--- src/rtl/io2_display.sv ---
// io2_display: eight-digit multiplexed seven-segment driver for the IO2
// output register. It shows the CPU value as hex or as unsigned decimal. The
// decimal path uses a serial shift-add-3 converter that takes 32 cycles.
//
// Ports
//   clk        system clock, rising edge
//   rst        synchronous active-high reset
//   data_in    32-bit value written by the CPU
//   data_valid one-cycle strobe marking a new data_in
//   mode_dec   1 = unsigned decimal, 0 = hex; sampled with data_valid
//   seg        active-low segments {g,f,e,d,c,b,a}
//   an         active-low one-hot digit anodes, bit 0 = rightmost digit
//   busy       high while a decimal conversion runs or is queued
module io2_display #(
   parameter int REFRESH_DIV = 100000
) (
   input  logic        clk,
   input  logic        rst,
   input  logic [31:0] data_in,
   input  logic        data_valid,
   input  logic        mode_dec,
   output logic [6:0]  seg,
   output logic [7:0]  an,
   output logic        busy
);

   localparam int RW = $clog2(REFRESH_DIV);

   typedef enum logic {IDLE, CONVERT} state_t;

   state_t          state, state_nx;
   logic [RW-1:0]   refresh_cnt;
   logic [2:0]      digit_idx;

   logic [31:0]     conv_bin;
   logic [39:0]     conv_bcd;
   logic [4:0]      conv_cnt;
   // Set for one CONVERT cycle in which the pending slot is consumed instead
   // of shifting the converter.
   logic            start_pend;

   logic            pend_full;
   logic [31:0]     pend_data;
   logic            pend_dec;

   logic [31:0]     disp_digits;
   logic            disp_dec;
   logic            disp_ovf;

   logic [71:0]     step_nx;
   logic            ld_conv_idle, ld_conv_pend, shift_en, commit_dec;
   logic            commit_hex_idle, commit_hex_pend, pend_wr;
   logic [3:0]      cur_digit;
   logic            blank;

   // One double-dabble step: add 3 to every BCD digit >= 5, then shift the
   // whole {bcd, bin} chain left by one bit.
   function automatic logic [71:0] bcd_step(input logic [39:0] bcd,
                                            input logic [31:0] bin);
      logic [39:0] adj;
      adj = bcd;
      for (int i = 0; i < 10; i++) begin
         if (adj[4*i +: 4] >= 4'd5)
            adj[4*i +: 4] = adj[4*i +: 4] + 4'd3;
      end
      return {adj[38:0], bin, 1'b0};
   endfunction

   function automatic logic [6:0] glyph(input logic [3:0] d);
      logic [6:0] g;
      case (d)
         4'h0: g = 7'h40;
         4'h1: g = 7'h79;
         4'h2: g = 7'h24;
         4'h3: g = 7'h30;
         4'h4: g = 7'h19;
         4'h5: g = 7'h12;
         4'h6: g = 7'h02;
         4'h7: g = 7'h78;
         4'h8: g = 7'h00;
         4'h9: g = 7'h10;
         4'hA: g = 7'h08;
         4'hB: g = 7'h03;
         4'hC: g = 7'h46;
         4'hD: g = 7'h21;
         4'hE: g = 7'h06;
         default: g = 7'h0E;
      endcase
      return g;
   endfunction

   assign step_nx         = bcd_step(conv_bcd, conv_bin);
   assign ld_conv_idle    = (state == IDLE) && data_valid && mode_dec;
   assign commit_hex_idle = (state == IDLE) && data_valid && !mode_dec;
   assign ld_conv_pend    = (state == CONVERT) && start_pend && pend_dec;
   assign commit_hex_pend = (state == CONVERT) && start_pend && !pend_dec;
   assign shift_en        = (state == CONVERT) && !start_pend;
   assign commit_dec      = shift_en && (conv_cnt == 5'd31);
   assign pend_wr         = (state == CONVERT) && data_valid;
   assign busy            = (state == CONVERT);

   // ---- FSM state register ----
   always_ff @(posedge clk) begin
      if (rst)
         state <= IDLE;
      else
         state <= state_nx;
   end

   // ---- FSM next state ----
   always_comb begin
      state_nx = state;
      case (state)
         IDLE: begin
            if (data_valid && mode_dec)
               state_nx = CONVERT;
         end
         CONVERT: begin
            // Leave only when nothing is left to do, counting a strobe that
            // arrives on this very edge as pending work.
            if (start_pend) begin
               if (!pend_dec && !data_valid)
                  state_nx = IDLE;
            end else if (conv_cnt == 5'd31 && !pend_full && !data_valid) begin
               state_nx = IDLE;
            end
         end
         default: state_nx = IDLE;
      endcase
   end

   // ---- control, scan and display register ----
   always_ff @(posedge clk) begin
      if (rst) begin
         refresh_cnt <= '0;
         digit_idx   <= 3'd0;
         conv_cnt    <= 5'd0;
         start_pend  <= 1'b0;
         pend_full   <= 1'b0;
         disp_digits <= 32'd0;
         disp_dec    <= 1'b0;
         disp_ovf    <= 1'b0;
      end else begin
         if (refresh_cnt == RW'(REFRESH_DIV - 1)) begin
            refresh_cnt <= '0;
            digit_idx   <= digit_idx + 3'd1;
         end else begin
            refresh_cnt <= refresh_cnt + RW'(1);
         end

         if (ld_conv_idle || ld_conv_pend)
            conv_cnt <= 5'd0;
         else if (shift_en)
            conv_cnt <= conv_cnt + 5'd1;

         if (commit_dec)
            start_pend <= pend_full || data_valid;
         else if (state == CONVERT && start_pend)
            start_pend <= commit_hex_pend && data_valid;

         if (pend_wr)
            pend_full <= 1'b1;
         else if (state == CONVERT && start_pend)
            pend_full <= 1'b0;

         if (commit_hex_idle) begin
            disp_digits <= data_in;
            disp_dec    <= 1'b0;
            disp_ovf    <= 1'b0;
         end else if (commit_hex_pend) begin
            disp_digits <= pend_data;
            disp_dec    <= 1'b0;
            disp_ovf    <= 1'b0;
         end else if (commit_dec) begin
            // The top two BCD digits only matter as an out-of-range flag.
            disp_digits <= step_nx[63:32];
            disp_dec    <= 1'b1;
            disp_ovf    <= |step_nx[71:64];
         end
      end
   end

   // ---- converter and pending-slot data ----
   always_ff @(posedge clk) begin
      if (ld_conv_idle) begin
         conv_bin <= data_in;
         conv_bcd <= 40'd0;
      end else if (ld_conv_pend) begin
         conv_bin <= pend_data;
         conv_bcd <= 40'd0;
      end else if (shift_en) begin
         conv_bcd <= step_nx[71:32];
         conv_bin <= step_nx[31:0];
      end

      if (pend_wr) begin
         pend_data <= data_in;
         pend_dec  <= mode_dec;
      end
   end

   // ---- segment / anode decode ----
   assign cur_digit = disp_digits[{digit_idx, 2'b00} +: 4];
   // A decimal digit is a leading zero when it and every digit above it are
   // zero; digit 0 is never blanked.
   assign blank = disp_dec && (digit_idx != 3'd0) &&
                  ((disp_digits >> {digit_idx, 2'b00}) == 32'd0);

   always_comb begin
      seg = glyph(cur_digit);
      an  = ~(8'b1 << digit_idx);
      if (disp_ovf)
         seg = 7'h3F;
      else if (blank)
         seg = 7'h7F;
      if (rst) begin
         seg = 7'h7F;
         an  = 8'hFF;
      end
   end

endmodule

--- config.mk ---
export PLATFORM = sky130hd
export DESIGN_NAME = io2_display
export DESIGN_NICKNAME = d
export VERILOG_FILES = /design/src/rtl/io2_display.sv
export SDC_FILE = /design/constraint.sdc
export NUM_CORES = 1
export LEC_CHECK = 0
export BUFFER_PORTS_ARGS = -buffer_cell sky130_fd_sc_hd__clkbuf_2
export CAP_MARGIN = 15
export CORE_AREA = 2 2 122 124
export CTS_BUF_LIST = sky130_fd_sc_hd__clkbuf_2
export DETAILED_ROUTE_END_ITERATION = 16
export DIE_AREA = 0 0 124 126
export GPL_ROUTABILITY_DRIVEN = 0
export PLACE_DENSITY = 0.9
export SLEW_MARGIN = 20
export SYNTH_ARGS = -nofsm -noshare
export SYNTH_HDL_FRONTEND = slang
export SYNTH_SLANG_ARGS = --single-unit
--- constraint.sdc ---
create_clock -name clk -period 3.84 [get_ports clk]
set_input_delay 0.576 -clock clk [delete_from_list [all_inputs] [get_ports clk]]
set_output_delay 0.576 -clock clk [all_outputs]
set_load 0.03 [all_outputs]
==> impl_results.rst <==
.. list-table::
   :header-rows: 1

   * - Metric
     - Value
   * - Run status
     - finished with violations
   * - Violations in the final reports
     - design-rule violations, negative setup slack
   * - Overall die area
     - ~16,000 um2
   * - Core region area
     - around 14,000 um2
   * - CP Capture Type
     - output pin
   * - Effective utilization at floorplan
     - 0.588
   * - Cell taking the most area after synthesis
     - dfxtp_1
   * - Total congestion overflow after global routing
     - 0
   * - Final Critical Period
     - roughly 3.9 ns
   * - Vias in the first global route
     - between 7,000 and 8,000
   * - Grt met1 use
     - 0.361
   * - Cell area after synthesis
     - 8420 um2
   * - Max cap viols
     - 0
   * - Transition at the pin with the smallest max-transition slack
     - around 0.84 ns
   * - Leading post-synthesis cells by cell area
     - dfxtp_1 24%, edfxtp_1 23%, nor2_1 5.7%
   * - Number of standard-cell rows in the floorplan
     - 44
   * - Fraction of layout cells with a size suffix above 1
     - 0.172
   * - Final core utilization
     - 0.648
   * - Nature of the critical path startpoint
     - register
   * - Routing usage on met3
     - 0.0566
   * - Inserted Clock Buffers
     - 17
   * - CTS tree
     - yes
   * - Gate count after technology mapping
     - between 900 and 1,000
   * - Number of enable flip-flop cells after synthesis
     - 65
   * - Proportion of synthesized flip-flops having asynchronous set or reset
     - 0
   * - First-pass GRT wire length
     - 34,900 um
   * - Leak pwr
     - 3.26 nW
   * - Final Cycle Share
     - 1.01
   * - Drt via density
     - roughly 6.4
   * - Net Count, Synth
     - 984
   * - Count of distinct cell types in the synthesized netlist
     - 59
   * - Worst slack on hold paths
     - around 0.032 ns
   * - Post-synth top cells
     - 128 x nor2_1, 102 x dfxtp_1, 100 x nand2_1, 65 x edfxtp_1, 62 x o22ai_1
   * - Leading cell type by number of instances after synthesis
     - nor2_1
   * - DRT Pass-1 Iters
     - 13
   * - Synthesis Warnings
     - 0
   * - Pin count of the biggest net entering global routing
     - just under 70
   * - Classification of the worst setup path
     - reg2out
   * - Max-slew violation total from the final report
     - 0
   * - Sequential fraction of the synthesis area
     - 0.474
   * - Post-route insts no fill
     - between 1,000 and 1,500
   * - Count of buffers from port buffering
     - a little over 50
   * - Number of ports placed on the die boundary
     - between 50 and 60
   * - Highest attainable clock frequency
     - ~260 MHz
   * - Least setup slack across all paths after layout
     - -0.0201 ns
   * - HPWL after DPL
     - ~14,000 um
   * - Placed Cells incl. Taps
     - around 1,100
   * - Worst-case clock skew
     - 0.0347 ns
   * - Source-to-sink clock delay at the later pin of the worst-skew pair
     - roughly 0.75 ns
   * - Clock edge transition at the registers on the reported setup and hold paths
     - around 0.24 ns
   * - HP Class
     - in2reg
   * - CP Max Fanout
     - 9
   * - Synth Flop Type
     - dfxtp_1
   * - Residual DRC count
     - 1
   * - Final hold violations
     - 0
   * - Met2 Resource Use GR
     - 0.458
   * - Synthesis-to-layout area growth
     - 10.2%
   * - Total routed wirelength
     - 21,800 um
   * - GRT Resource Usage Total
     - 0.284
   * - Antenna violations before repair
     - 1
   * - Filler cell count in the final layout
     - ~1,100
   * - Worst rel slew slack
     - 0.438
   * - Average cell area after synthesis
     - roughly 9 um2
   * - Clock sink count
     - approximately 170
   * - Longest Clk Path Bufs
     - 2
   * - Power consumption
     - around 0.0035 W
   * - Number of nets with antenna violations after detailed routing
     - 0
   * - Total via count in the routed design
     - between 7,000 and 8,000
   * - Root Buffer
     - clkbuf_2
   * - Fraction of synthesized cell area taken by the top area cell type
     - 0.242
   * - Violation count after the first detailed-routing iteration
     - 855
   * - Final setup violating endpoints
     - 1
   * - X dimension of the die
     - between 100 and 150 um
   * - Power density relative to cell area
     - 378 nW/um2
   * - NumNets Final
     - a little over 1,000
   * - Unrepaired setup endpoints after global routing
     - true
   * - Crit path required time
     - ~3.3 ns
   * - Global-route layer with the greatest usage
     - met2
   * - Vertical extent of the die
     - 126 um
   * - H-tree levels
     - 4
   * - #FFs+latches synth
     - ~170
   * - Signal arrival time at the worst endpoint
     - ~3.3 ns
   * - Drt wl/cell
     - 18.8 um
   * - Max IR drop VDD
     - 206 uV
[worst paths after layout]
path,cells past startpoint,to,startpoint,slack [ns]
setup / recovery,10,seg[1],digit_idx[0]$_SDFFE_PP0P_,-0.02
hold / removal,1,pend_data[3]$_DFFE_PP_,data_in[3],0.03
hold reg to reg,1,refresh_cnt[0]$_SDFF_PP0_,refresh_cnt[0]$_SDFF_PP0_,0.48
setup reg to reg,9,disp_digits[8]$_SDFFE_PP0P_,conv_cnt[0]$_SDFFE_PP0P_,1.02
[per-stage QoR]
stage / setup WS (ns) / TNS (ns) / area [um2]
6_report: -0.0201 / -0.0201 / 9280
5_1_grt: -0.146 / -0.679 / 9280
4_1_cts: 0.00466 / 0 / 9170
3_5_place_dp: 0.391 / 0 / 8820
3_3_place_gp: 0.458 / 0 / 8820
2_1_floorplan: 0.391 / 0 / 8420
[cell families after synthesis]
kind of cell,share of synthesized area
XOR/XNOR,0.0281
multiplexers,0.0483
adder cells (fa/ha/maj),0.0520
AND/OR/NAND/NOR,0.178
flip-flops,0.474
AO/OA/AOI/OAI,0.179
buffers and inverters,0.0406
[power breakdown]
group	internal, W	total (W)	switching, W	leakage [nW]
combinational	0.000218	0.000554	0.000336	1.67
sequential	0.00196	0.00204	0.0000795	1.43
clock	0.000313	0.000917	0.000604	0.151
total	0.00249	0.00351	0.00102	3.26
[state kept, by name, summed over array words and instances, names as in the netlist]
register,flops
pend_dec,1
disp_dec,1
busy,1
start_pend,1
digit_idx,3
conv_bcd,40
disp_digits,32
disp_ovf,1
conv_bin,32
conv_cnt,5
refresh_cnt,17
pend_data,32
pend_full,1
[layer usage]
metal  share of wire  vias up  wire length, um
met1            0.40     3471             8610
met5               0        -                0
li1                -     3416                -
met3           0.089       91             1940
met4           0.047        0             1030
met2            0.47      449            10200
[layout make-up]
cell class	instances	area, um2	share of cell area
well taps	184	230	0.0248
flip-flops and latches	167	4000	0.431
multi-input cells	662	4180	0.450
clock buffers	23	115	0.0124
repair buffers	80	534	0.0576
clock inverters	9	103	0.0111
inverters	31	119	0.0128
diodes	1	2.50	0.000270
[what timing repair did]
| item | CTS | global route |
|---|---|---|
| buffers inserted | 5 | 4 |
| gates resized for setup | 16 | 30 |
| hold endpoints to repair | 4 | 0 |
| hold buffers | 4 | 0 |
| setup endpoints to repair | 7 | 7 |
| pin swaps | 6 | 5 |
[critical path: stages (launching register included)]
cell       delay [ns]
dfxtp_2          0.39
buf_12           0.13
mux4_2           0.55
mux2i_4          0.25
ha_4             0.21
nand2_2          0.06
a221oi_2         0.16
nand4bb_1        0.19
o21ai_2          0.25
a311o_1          0.18
clkbuf_8         0.17
[cells in the final DEF (no fill, tap or decap), types with 4 or more instances in the layout]
cell	instances
nor2_1	126
dfxtp_1	100
nand2_1	96
clkbuf_2	67
edfxtp_1	65
o22ai_1	62
o21ai_0	60
a21oi_1	48
ha_1	32
inv_1	27
buf_4	26
nor3_1	19
xnor2_1	16
a22oi_1	15
nand3_1	13
mux2_2	13
a211oi_1	12
nand2b_1	12
a221oi_1	12
nor3b_1	11
xor2_1	11
or3b_2	9
mux4_2	8
nor4_1	7
a31oi_1	7
mux2i_1	6
nand4_1	6
inv_2	4
or2_2	4
dlygate4sd3_1	4
buf_6	4
Note: power is estimated with default switching activity, not from simulation.
